## src/rtl/mem_port_arbiter_if.sv

```systemverilog
// Bus bundle between the core fetch/load-store ports, the arbiter and the
// unified single-port memory. The arbiter connects through the slave modport;
// the environment (core + memory) drives through the master modport.
interface mem_port_arbiter_if #(
    parameter int AW = 32,
    parameter int DW = 32
);
    // Instruction-fetch port
    logic          if_req;
    logic [AW-1:0] if_addr;
    logic [DW-1:0] if_rdata;
    logic          if_ready;
    // Load/store port
    logic          d_req;
    logic          d_we;
    logic [AW-1:0] d_addr;
    logic [DW-1:0] d_wdata;
    logic [DW-1:0] d_rdata;
    logic          d_ready;
    // Memory side
    logic          mem_req;
    logic          mem_we;
    logic [AW-1:0] mem_addr;
    logic [DW-1:0] mem_wdata;
    logic [DW-1:0] mem_rdata;
    logic          mem_ready;
    // Status
    logic          stall;
    logic          timeout_err;

    modport slave (
        input  if_req, if_addr, d_req, d_we, d_addr, d_wdata, mem_rdata, mem_ready,
        output if_rdata, if_ready, d_rdata, d_ready,
        output mem_req, mem_we, mem_addr, mem_wdata, stall, timeout_err
    );

    modport master (
        output if_req, if_addr, d_req, d_we, d_addr, d_wdata, mem_rdata, mem_ready,
        input  if_rdata, if_ready, d_rdata, d_ready,
        input  mem_req, mem_we, mem_addr, mem_wdata, stall, timeout_err
    );
endinterface

```

## src/rtl/mem_port_arbiter.sv

```systemverilog
// mem_port_arbiter: shares one single-port, variable-latency memory between the
// instruction-fetch port and the load/store port. One transaction at a time:
// IDLE (grant) -> BUSY_I/BUSY_D (mem_req held) -> RESP (one-cycle ready pulse).
// A watchdog aborts a BUSY phase after TIMEOUT_CYC cycles without mem_ready
// (TIMEOUT_CYC = 0 disables it) and sets the sticky timeout_err flag.
// Build option: define ARB_RR_EN for round-robin on simultaneous requests;
// without it the data port always wins.
module mem_port_arbiter #(
    parameter int AW          = 32,
    parameter int DW          = 32,
    parameter int TIMEOUT_CYC = 16
) (
    input  logic                clk,
    input  logic                reset,
    mem_port_arbiter_if.slave   bus
);

    localparam logic [1:0] S_IDLE   = 2'd0;
    localparam logic [1:0] S_BUSY_I = 2'd1;
    localparam logic [1:0] S_BUSY_D = 2'd2;
    localparam logic [1:0] S_RESP   = 2'd3;

    // The counter only ever needs to reach TIMEOUT_CYC-1: the abort fires on
    // the cycle that would have made it TIMEOUT_CYC.
    localparam int             WDW     = (TIMEOUT_CYC > 1) ? $clog2(TIMEOUT_CYC) : 1;
    localparam logic [WDW-1:0] WD_LAST = WDW'((TIMEOUT_CYC > 0) ? (TIMEOUT_CYC - 1) : 0);
    localparam bit             WD_EN   = (TIMEOUT_CYC != 0);

    logic [1:0]     r_state;
    logic           r_mem_req;
    logic           r_mem_we;
    logic [AW-1:0]  r_mem_addr;
    logic [DW-1:0]  r_mem_wdata;
    logic [DW-1:0]  r_if_rdata;
    logic [DW-1:0]  r_d_rdata;
    logic           r_if_ready;
    logic           r_d_ready;
    logic           r_timeout_err;
    logic [WDW-1:0] r_wdog;

    logic           w_any_req;
    logic           w_grant_d;
    logic           w_wd_expire;

    assign w_any_req = bus.if_req | bus.d_req;

`ifdef ARB_RR_EN
    // Port served by the most recent grant: 0 = fetch, 1 = data.
    logic r_last_d;

    // On contention serve the port that did not win last time; a lone request wins outright.
    always_comb begin
        w_grant_d = bus.d_req;
        if (bus.if_req && bus.d_req) begin
            w_grant_d = ~r_last_d;
        end
    end

    // Remember who won each grant so the next contention alternates.
    always_ff @(posedge clk) begin
        if (reset) begin
            r_last_d <= 1'b0;
        end else if (r_state == S_IDLE && w_any_req) begin
            r_last_d <= w_grant_d;
        end
    end
`else
    // Fixed priority: a pending load/store is the older instruction and always wins.
    assign w_grant_d = bus.d_req;
`endif

    // Abort when this BUSY cycle would be the TIMEOUT_CYC-th without mem_ready.
    assign w_wd_expire = WD_EN && (r_wdog == WD_LAST) && !bus.mem_ready;

    // Transaction sequencer: grant, wait for memory or watchdog, pulse the ready.
    always_ff @(posedge clk) begin
        if (reset) begin
            r_state       <= S_IDLE;
            r_mem_req     <= 1'b0;
            r_mem_we      <= 1'b0;
            r_mem_addr    <= '0;
            r_mem_wdata   <= '0;
            r_if_rdata    <= '0;
            r_d_rdata     <= '0;
            r_if_ready    <= 1'b0;
            r_d_ready     <= 1'b0;
            r_timeout_err <= 1'b0;
            r_wdog        <= '0;
        end else begin
            r_if_ready <= 1'b0;
            r_d_ready  <= 1'b0;
            case (r_state)
                S_IDLE: begin
                    if (w_any_req) begin
                        r_mem_req <= 1'b1;
                        r_wdog    <= '0;
                        if (w_grant_d) begin
                            r_mem_we    <= bus.d_we;
                            r_mem_addr  <= bus.d_addr;
                            r_mem_wdata <= bus.d_wdata;
                            r_state     <= S_BUSY_D;
                        end else begin
                            r_mem_we    <= 1'b0;
                            r_mem_addr  <= bus.if_addr;
                            r_state     <= S_BUSY_I;
                        end
                    end
                end
                S_BUSY_I, S_BUSY_D: begin
                    if (bus.mem_ready) begin
                        // Stores never touch d_rdata; it keeps the last load value.
                        if (r_state == S_BUSY_I) begin
                            r_if_rdata <= bus.mem_rdata;
                        end else if (!r_mem_we) begin
                            r_d_rdata  <= bus.mem_rdata;
                        end
                        r_mem_req  <= 1'b0;
                        r_if_ready <= (r_state == S_BUSY_I);
                        r_d_ready  <= (r_state == S_BUSY_D);
                        r_state    <= S_RESP;
                    end else if (w_wd_expire) begin
                        // Still complete the handshake so the core cannot deadlock.
                        r_mem_req     <= 1'b0;
                        r_timeout_err <= 1'b1;
                        r_if_ready    <= (r_state == S_BUSY_I);
                        r_d_ready     <= (r_state == S_BUSY_D);
                        r_state       <= S_RESP;
                    end else begin
                        r_wdog <= r_wdog + 1'b1;
                    end
                end
                S_RESP: begin
                    // Requesters update req on the edge ending the pulse, so IDLE
                    // never sees the request just completed.
                    r_state <= S_IDLE;
                end
                default: begin
                    r_state   <= S_IDLE;
                    r_mem_req <= 1'b0;
                end
            endcase
        end
    end

    assign bus.mem_req     = r_mem_req;
    assign bus.mem_we      = r_mem_we;
    assign bus.mem_addr    = r_mem_addr;
    assign bus.mem_wdata   = r_mem_wdata;
    assign bus.if_rdata    = r_if_rdata;
    assign bus.d_rdata     = r_d_rdata;
    assign bus.if_ready    = r_if_ready;
    assign bus.d_ready     = r_d_ready;
    assign bus.timeout_err = r_timeout_err;
    assign bus.stall       = (bus.if_req & ~r_if_ready) | (bus.d_req & ~r_d_ready);

endmodule

```

## src/flat_wrapper.sv

```systemverilog
// flat-port wrapper written by rule: the top's interface ports become plain ports
module mem_port_arbiter_flat 
#(
    parameter int AW          = 32,
    parameter int DW          = 32,
    parameter int TIMEOUT_CYC = 16
)
  (clk, reset, bus_if_req, bus_if_addr, bus_d_req, bus_d_we, bus_d_addr, bus_d_wdata, bus_mem_rdata, bus_mem_ready, bus_if_rdata, bus_if_ready, bus_d_rdata, bus_d_ready, bus_mem_req, bus_mem_we, bus_mem_addr, bus_mem_wdata, bus_stall, bus_timeout_err);
  mem_port_arbiter_if #(.AW(AW), .DW(DW)) bus_i ();
  input  logic clk;
  input  logic reset;
  input wire logic [$bits(bus_i.if_req)-1:0] bus_if_req;
  input wire logic [$bits(bus_i.if_addr)-1:0] bus_if_addr;
  input wire logic [$bits(bus_i.d_req)-1:0] bus_d_req;
  input wire logic [$bits(bus_i.d_we)-1:0] bus_d_we;
  input wire logic [$bits(bus_i.d_addr)-1:0] bus_d_addr;
  input wire logic [$bits(bus_i.d_wdata)-1:0] bus_d_wdata;
  input wire logic [$bits(bus_i.mem_rdata)-1:0] bus_mem_rdata;
  input wire logic [$bits(bus_i.mem_ready)-1:0] bus_mem_ready;
  output wire logic [$bits(bus_i.if_rdata)-1:0] bus_if_rdata;
  output wire logic [$bits(bus_i.if_ready)-1:0] bus_if_ready;
  output wire logic [$bits(bus_i.d_rdata)-1:0] bus_d_rdata;
  output wire logic [$bits(bus_i.d_ready)-1:0] bus_d_ready;
  output wire logic [$bits(bus_i.mem_req)-1:0] bus_mem_req;
  output wire logic [$bits(bus_i.mem_we)-1:0] bus_mem_we;
  output wire logic [$bits(bus_i.mem_addr)-1:0] bus_mem_addr;
  output wire logic [$bits(bus_i.mem_wdata)-1:0] bus_mem_wdata;
  output wire logic [$bits(bus_i.stall)-1:0] bus_stall;
  output wire logic [$bits(bus_i.timeout_err)-1:0] bus_timeout_err;
  assign bus_i.if_req = bus_if_req;
  assign bus_i.if_addr = bus_if_addr;
  assign bus_i.d_req = bus_d_req;
  assign bus_i.d_we = bus_d_we;
  assign bus_i.d_addr = bus_d_addr;
  assign bus_i.d_wdata = bus_d_wdata;
  assign bus_i.mem_rdata = bus_mem_rdata;
  assign bus_i.mem_ready = bus_mem_ready;
  assign bus_if_rdata = bus_i.if_rdata;
  assign bus_if_ready = bus_i.if_ready;
  assign bus_d_rdata = bus_i.d_rdata;
  assign bus_d_ready = bus_i.d_ready;
  assign bus_mem_req = bus_i.mem_req;
  assign bus_mem_we = bus_i.mem_we;
  assign bus_mem_addr = bus_i.mem_addr;
  assign bus_mem_wdata = bus_i.mem_wdata;
  assign bus_stall = bus_i.stall;
  assign bus_timeout_err = bus_i.timeout_err;
  mem_port_arbiter #(.AW(AW), .DW(DW), .TIMEOUT_CYC(TIMEOUT_CYC)) u_core (.clk(clk), .reset(reset), .bus(bus_i));
endmodule
```

## config.mk

```make
export PLATFORM = sky130hd
export DESIGN_NAME = mem_port_arbiter_flat
export DESIGN_NICKNAME = d
export VERILOG_FILES = /design/src/rtl/mem_port_arbiter_if.sv /design/src/rtl/mem_port_arbiter.sv /design/src/flat_wrapper.sv
export SDC_FILE = /design/constraint.sdc
export NUM_CORES = 1
export LEC_CHECK = 0
export CORE_MARGIN = 2
export CORE_UTILIZATION = 40
export DETAILED_ROUTE_END_ITERATION = 8
export PLACE_DENSITY = 0.8
export SLEW_MARGIN = 20
export SYNTH_ARGS = -nofsm -noshare
export SYNTH_HDL_FRONTEND = slang
export SYNTH_SLANG_ARGS = --single-unit
```

## constraint.sdc

```tcl
create_clock -name clk -period 2 [get_ports clk]
set_input_delay 0.6 -clock clk [delete_from_list [all_inputs] [get_ports clk]]
set_output_delay 0.6 -clock clk [all_outputs]
set_load 0.05 [all_outputs]
```

# --- Word level (Yosys, flattened, before mapping) ---
# Cells that the tools add are included.
op_classes:
  n_reduce_logical: 14
  n_bitwise: 10
  n_mux: 19
  eq_ne: 8
  addsub: 1
ops:
  columns: ["cell", "count"]
  rows:
  - ["$mux W32", 1]
  - ["$mux W4", 3]
  - ["$reduce_and A3 Y1", 4]
  - ["$mux W1", 8]
  - ["$mux W2", 4]
  - ["$pmux W4 S2", 1]
  - ["$reduce_and A4 Y1", 2]
  - ["$not A1 Y1", 6]
  - ["$pmux W2 S3", 1]
  - ["$add A4 B1 Y4 const B", 1]
  - ["$eq A2 B2 Y1 const B", 2]
  - ["$eq A4 B4 Y1 const B", 1]
  - ["$ne A2 B2 Y1 const B", 2]
  - ["$reduce_and A2 Y1", 2]
  - ["$reduce_or A2 Y1", 2]
  - ["$ne A3 B2 Y1 const B", 1]
  - ["$and A1 B1 Y1", 2]
  - ["$eq A2 B1 Y1 const B", 1]
  - ["$logic_not A2 Y1", 1]
  - ["$ne A2 B1 Y1 const B", 1]
  - ["$or A1 B1 Y1", 2]
  - ["$pmux W1 S2", 1]
  - ["$reduce_bool A2 Y1", 1]
  - ["$logic_and A1 B1 Y1", 1]
  - ["$logic_not A1 Y1", 1]
totals:
  reg_bits: 139
  inputBits: 134
  word_cells: 63
  output_inout_bits: 134

# --- Depth between registers and ports, before layout ---
logic_depth:
  word_depth: 5
  ltp_mapped: 7
  mapped_depth_nobuf: 5

# --- Worst setup path before layout ---
# Ideal clock, no wire load.
synth_timing:
  kind: "input -> output"
  start: "input port bus_d_req"
  end: "output port bus_stall"
  path_buffers: 2
  stages: 4
  setup_slack_ps: -359
  t_arrival_ps: 1759
  required_time_ps: 1400
  path_cell_list: "buf_4 -> buf_4 -> inv_1 -> o22ai_1"
synth_between:
  elab_chain_len: 2
synth_lines:
  columns: ["item", "line", "source"]
  rows:
  - ["start: declaration", "flat_wrapper.sv:14", "input wire logic [$bits(bus_i.d_req)-1:0] bus_d_req;"]
  - ["$and A1 B1 Y1", "mem_port_arbiter.sv:154", "assign bus.stall = (bus.if_req & ~r_if_ready) | (bus.d_req & ~r_d_ready);"]
  - ["$or A1 B1 Y1", "mem_port_arbiter.sv:154", null]
  - ["end: declaration", "flat_wrapper.sv:28", "output wire logic [$bits(bus_i.stall)-1:0] bus_stall;"]
# Every way passes these cells.

# --- Final worst setup path ---
layout_timing:
  start: "input port bus_if_req"
  end: "output port bus_stall"
layout_between:
  elab_chain_len: 2
layout_lines:
  columns: ["item", "line", "source"]
  rows:
  - ["start: declaration", "flat_wrapper.sv:12", "input wire logic [$bits(bus_i.if_req)-1:0] bus_if_req;"]
  - ["$and A1 B1 Y1", "mem_port_arbiter.sv:154", null]
  - ["$or A1 B1 Y1", "mem_port_arbiter.sv:154", null]
# Every way passes these cells.

==> flow_metrics.py <==
metrics = {
    "final_layout": {
        "final_common_cell": "nand2_1",
        "mostFrequentLayoutCells": "nand2_1, buf_4, dfxtp_1, clkdlybuf4s50_1, a21oi_1",
        "multi_input_comb_area_um2": 2360,
        "fillers": 1150,
        "antenna_cells": 0,
        "final_util": 0.647,
        "seq_area_um2": 2780,
        "drive_gt1_frac": 0.211,
        "syn_to_final_growth_pct": 58.3,
        "fin_nets": 1033,
    },
    "setup_path": {
        "r2r_cells": 6,
        "crit_type": "in -> out",
        "crit_required_ns": 1.40,
        "path_max_fanout": 2,
        "regToRegEndpoint": "u_core.bus.d_rdata[7]",
        "end_kind": "primary output",
        "rr_startpoint": "u_core.r_state[1]",
        "crit_path_start_kind": "input port",
        "rrSetupSlack_ns": 0.17,
        "cp.arrival_ns": 1.24,
    },
    "floorplan": {
        "core_um2": 13200,
        "rows": 42,
        "initial_core_util": 0.409,
        "dieWidth_um": 120,
        "ios": 268,
        "fp.dieH_um": 120,
        "dieArea_um2": 14400,
    },
    "clocking": {
        "clk_latency_ns": 0.42,
        "hold_buffers": 0,
        "cts_max_level": 4,
        "cts.sinks": 139,
        "cts.clk_slew.worst_paths_ns": 0.05,
        "cts_buffers": 17,
        "cts.path.max_buffers": 2,
        "cts_root_buffer": "clkbuf_16",
        "cts_tree": "done",
    },
    "sta": {
        "max_freq_mhz": 542,
        "fin_skew_ns": 0.00881,
        "hold_violations": 0,
        "tns_ns": 0,
        "setup_ws_ns": 0.156,
        "rsz0062_at_grt": "false",
        "period_needed_ns": 1.84,
        "setup_violations": 0,
        "timing.slew.headroom": 0.682,
        "min_period_over_period": 0.922,
        "finalMaxSlewViolations": 0,
        "tightestPinTransition_ns": 0.478,
    },
    "grt": {
        "overflow": 0,
        "antenna_found_initial": 0,
        "grt_pass1_wl_mm": 23.9,
        "grt_max_degree": 61,
        "grt_use_total": 0.210,
        "grt_pass1_vias": 4905,
    },
    "yosys": {
        "ys_types": 37,
        "ys_seq_elements": 139,
        "yosysTopAreaCell": "dfxtp_1",
        "synth_compound_area_frac": 0.160,
        "synthAdderAreaFrac": 0.0139,
        "synth_top_family_by_area": "simple AND/OR/NAND/NOR gates",
        "synth-main-ff-cell": "dfxtp_1",
        "synthArstFlopShare": 0,
        "synth_xor_area_frac": 0,
        "synth_area_um2": 5390,
        "synth_edf_count": 0,
        "synth_simple_gate_area_frac": 0.195,
        "synth.top_cell.area_share": 0.516,
        "synth_area_leaders": "dfxtp_1, nand2_1, a21oi_1",
        "synthMuxAreaShare": 0.0636,
        "synthesis.nets": 780,
        "netlist_instances": 640,
        "ys_seq_area_frac": 0.516,
        "synth_warnings": 0,
        "syn_avg_cell_area_um2": 8.43,
    },
    "worst_hold_path": {
        "min_to": "u_core.bus.d_rdata[18]",
        "hold_path_depth": 2,
        "hp-start": "u_core.bus.d_rdata[18]",
        "hold_path.class": "reg -> reg",
    },
    "route": {
        "drc": 0,
        "vias": 5207,
        "drt_wl_total_mm": 14.9,
        "initialDrtViolationCount": 352,
        "dr.pass1.iters": 4,
        "wl_per_cell_um": 13.8,
        "final_antenna_net_count": 0,
        "via_per_inst": 4.82,
    },
    "place": {
        "hpwl_mm": 10.6,
        "gp_congestion": 0.746,
        "portBuffers": 267,
        "place_ws_ns": -0.138,
    },
    "pwr": {
        "p_per_area_nw_per_um2": 1290,
        "leakagePower_nw": 3.54,
        "total_power_mw": 11.0,
        "ir_drop_uv": 636,
    },
    "status": {
        "status": "finished clean",
    },
    "run": {
        "maxCapViolCount": 0,
    },
}
## final cells by class
type	count	area share
Clock inverter	7	0.00777
Sequential cell	139	0.326
Multi-Input combinational cell	445	0.277
Clock buffer	23	0.0572
Inverter	6	0.00264
Timing Repair Buffer	284	0.304
Tap cell	176	0.0258
## cells by family (layout without fill, tap and decap cells)
logic type | Yosys count | after routing
AND/OR/NAND/NOR | 258 | 258
AO/OA/AOI/OAI | 147 | 147
flip-flops | 139 | 139
buffers and inverters | 56 | 320
multiplexers | 34 | 34
adder cells (fa/ha/maj) | 6 | 6
## worst max-delay path by stage
stage	from	endpoint	slack, ns	depth (start not counted)
after floorplan	bus_d_req	bus_stall	0.07	4
after global placement	bus_if_req	bus_stall	-0.13	4
after detailed placement	bus_if_req	bus_stall	-0.14	4
after CTS	bus_if_req	bus_stall	0.16	4
after global routing	u_core.r_state[1]	u_core.bus.d_rdata[7]	0.03	6
final	bus_if_req	bus_stall	0.16	4
## through the flow
| step | cell area, um^2 | hold WS, ns | cells |
|---|---|---|---|
| finish | 8540 | 0.453 | 1080 |
| global route | 8540 | 0.469 | 1080 |
| CTS | 8540 | 0.454 | 1080 |
| detailed placement | 7980 | 0.447 | 1050 |
| global placement | 7980 | 0.442 | 1050 |
| floorplan | 5410 | 0.481 | 640 |
## timing repair
action	in CTS	in global routing
gates resized for setup	1	0
endpoints found under the setup margin	1	0
buffers inserted	0	0
## registers in the layout, summed over array words and instances (netlist names)
signal	count
u_core.r_wdog	4
u_core.bus.mem_wdata	32
u_core.bus.if_ready	1
u_core.bus.d_ready	1
u_core.bus.mem_we	1
u_core.bus.mem_addr	32
u_core.bus.timeout_err	1
u_core.r_state	2
u_core.bus.mem_req	1
u_core.bus.if_rdata	32
u_core.bus.d_rdata	32
## cell usage after synthesis (all sizes together), types with 2 or more instances
| library cell | number |
|---|---|
| a21oi | 101 |
| clkbuf | 12 |
| mux2 | 2 |
| o21ai | 2 |
| a211oi | 34 |
| inv | 6 |
| nor2 | 36 |
| a41oi | 2 |
| or2 | 2 |
| and2 | 3 |
| o22ai | 2 |
| dfxtp | 139 |
| nand2 | 197 |
| mux2i | 32 |
| buf | 38 |
| nand3 | 3 |
| and3 | 3 |
| a31oi | 2 |
| nand2b | 6 |
| ha | 6 |
| nor3b | 2 |
## metal layers
layer  part of all wire  up-vias  routed length, um  global-route usage
met3              0.082       14               1220              0.0784
met2               0.50      190               7520               0.359
met1               0.40     2350               6030               0.242
li1                   -     2653                  -                   -
met5                  0        -                  0                   0
met4             0.0098        0                146              0.0684
## report_power, final
group	switching (mW)	internal, mW
combinational	3.00	1.60
clock	1.10	1.82
sequential	0.260	3.26
total	4.36	6.68
## worst max-delay path: stages
cell           delay (ns)
dlygate4sd2_1        0.23
inv_1                0.07
o22ai_4              0.17
buf_12               0.16
No activity file was read; power rests on OpenSTA's default activity.
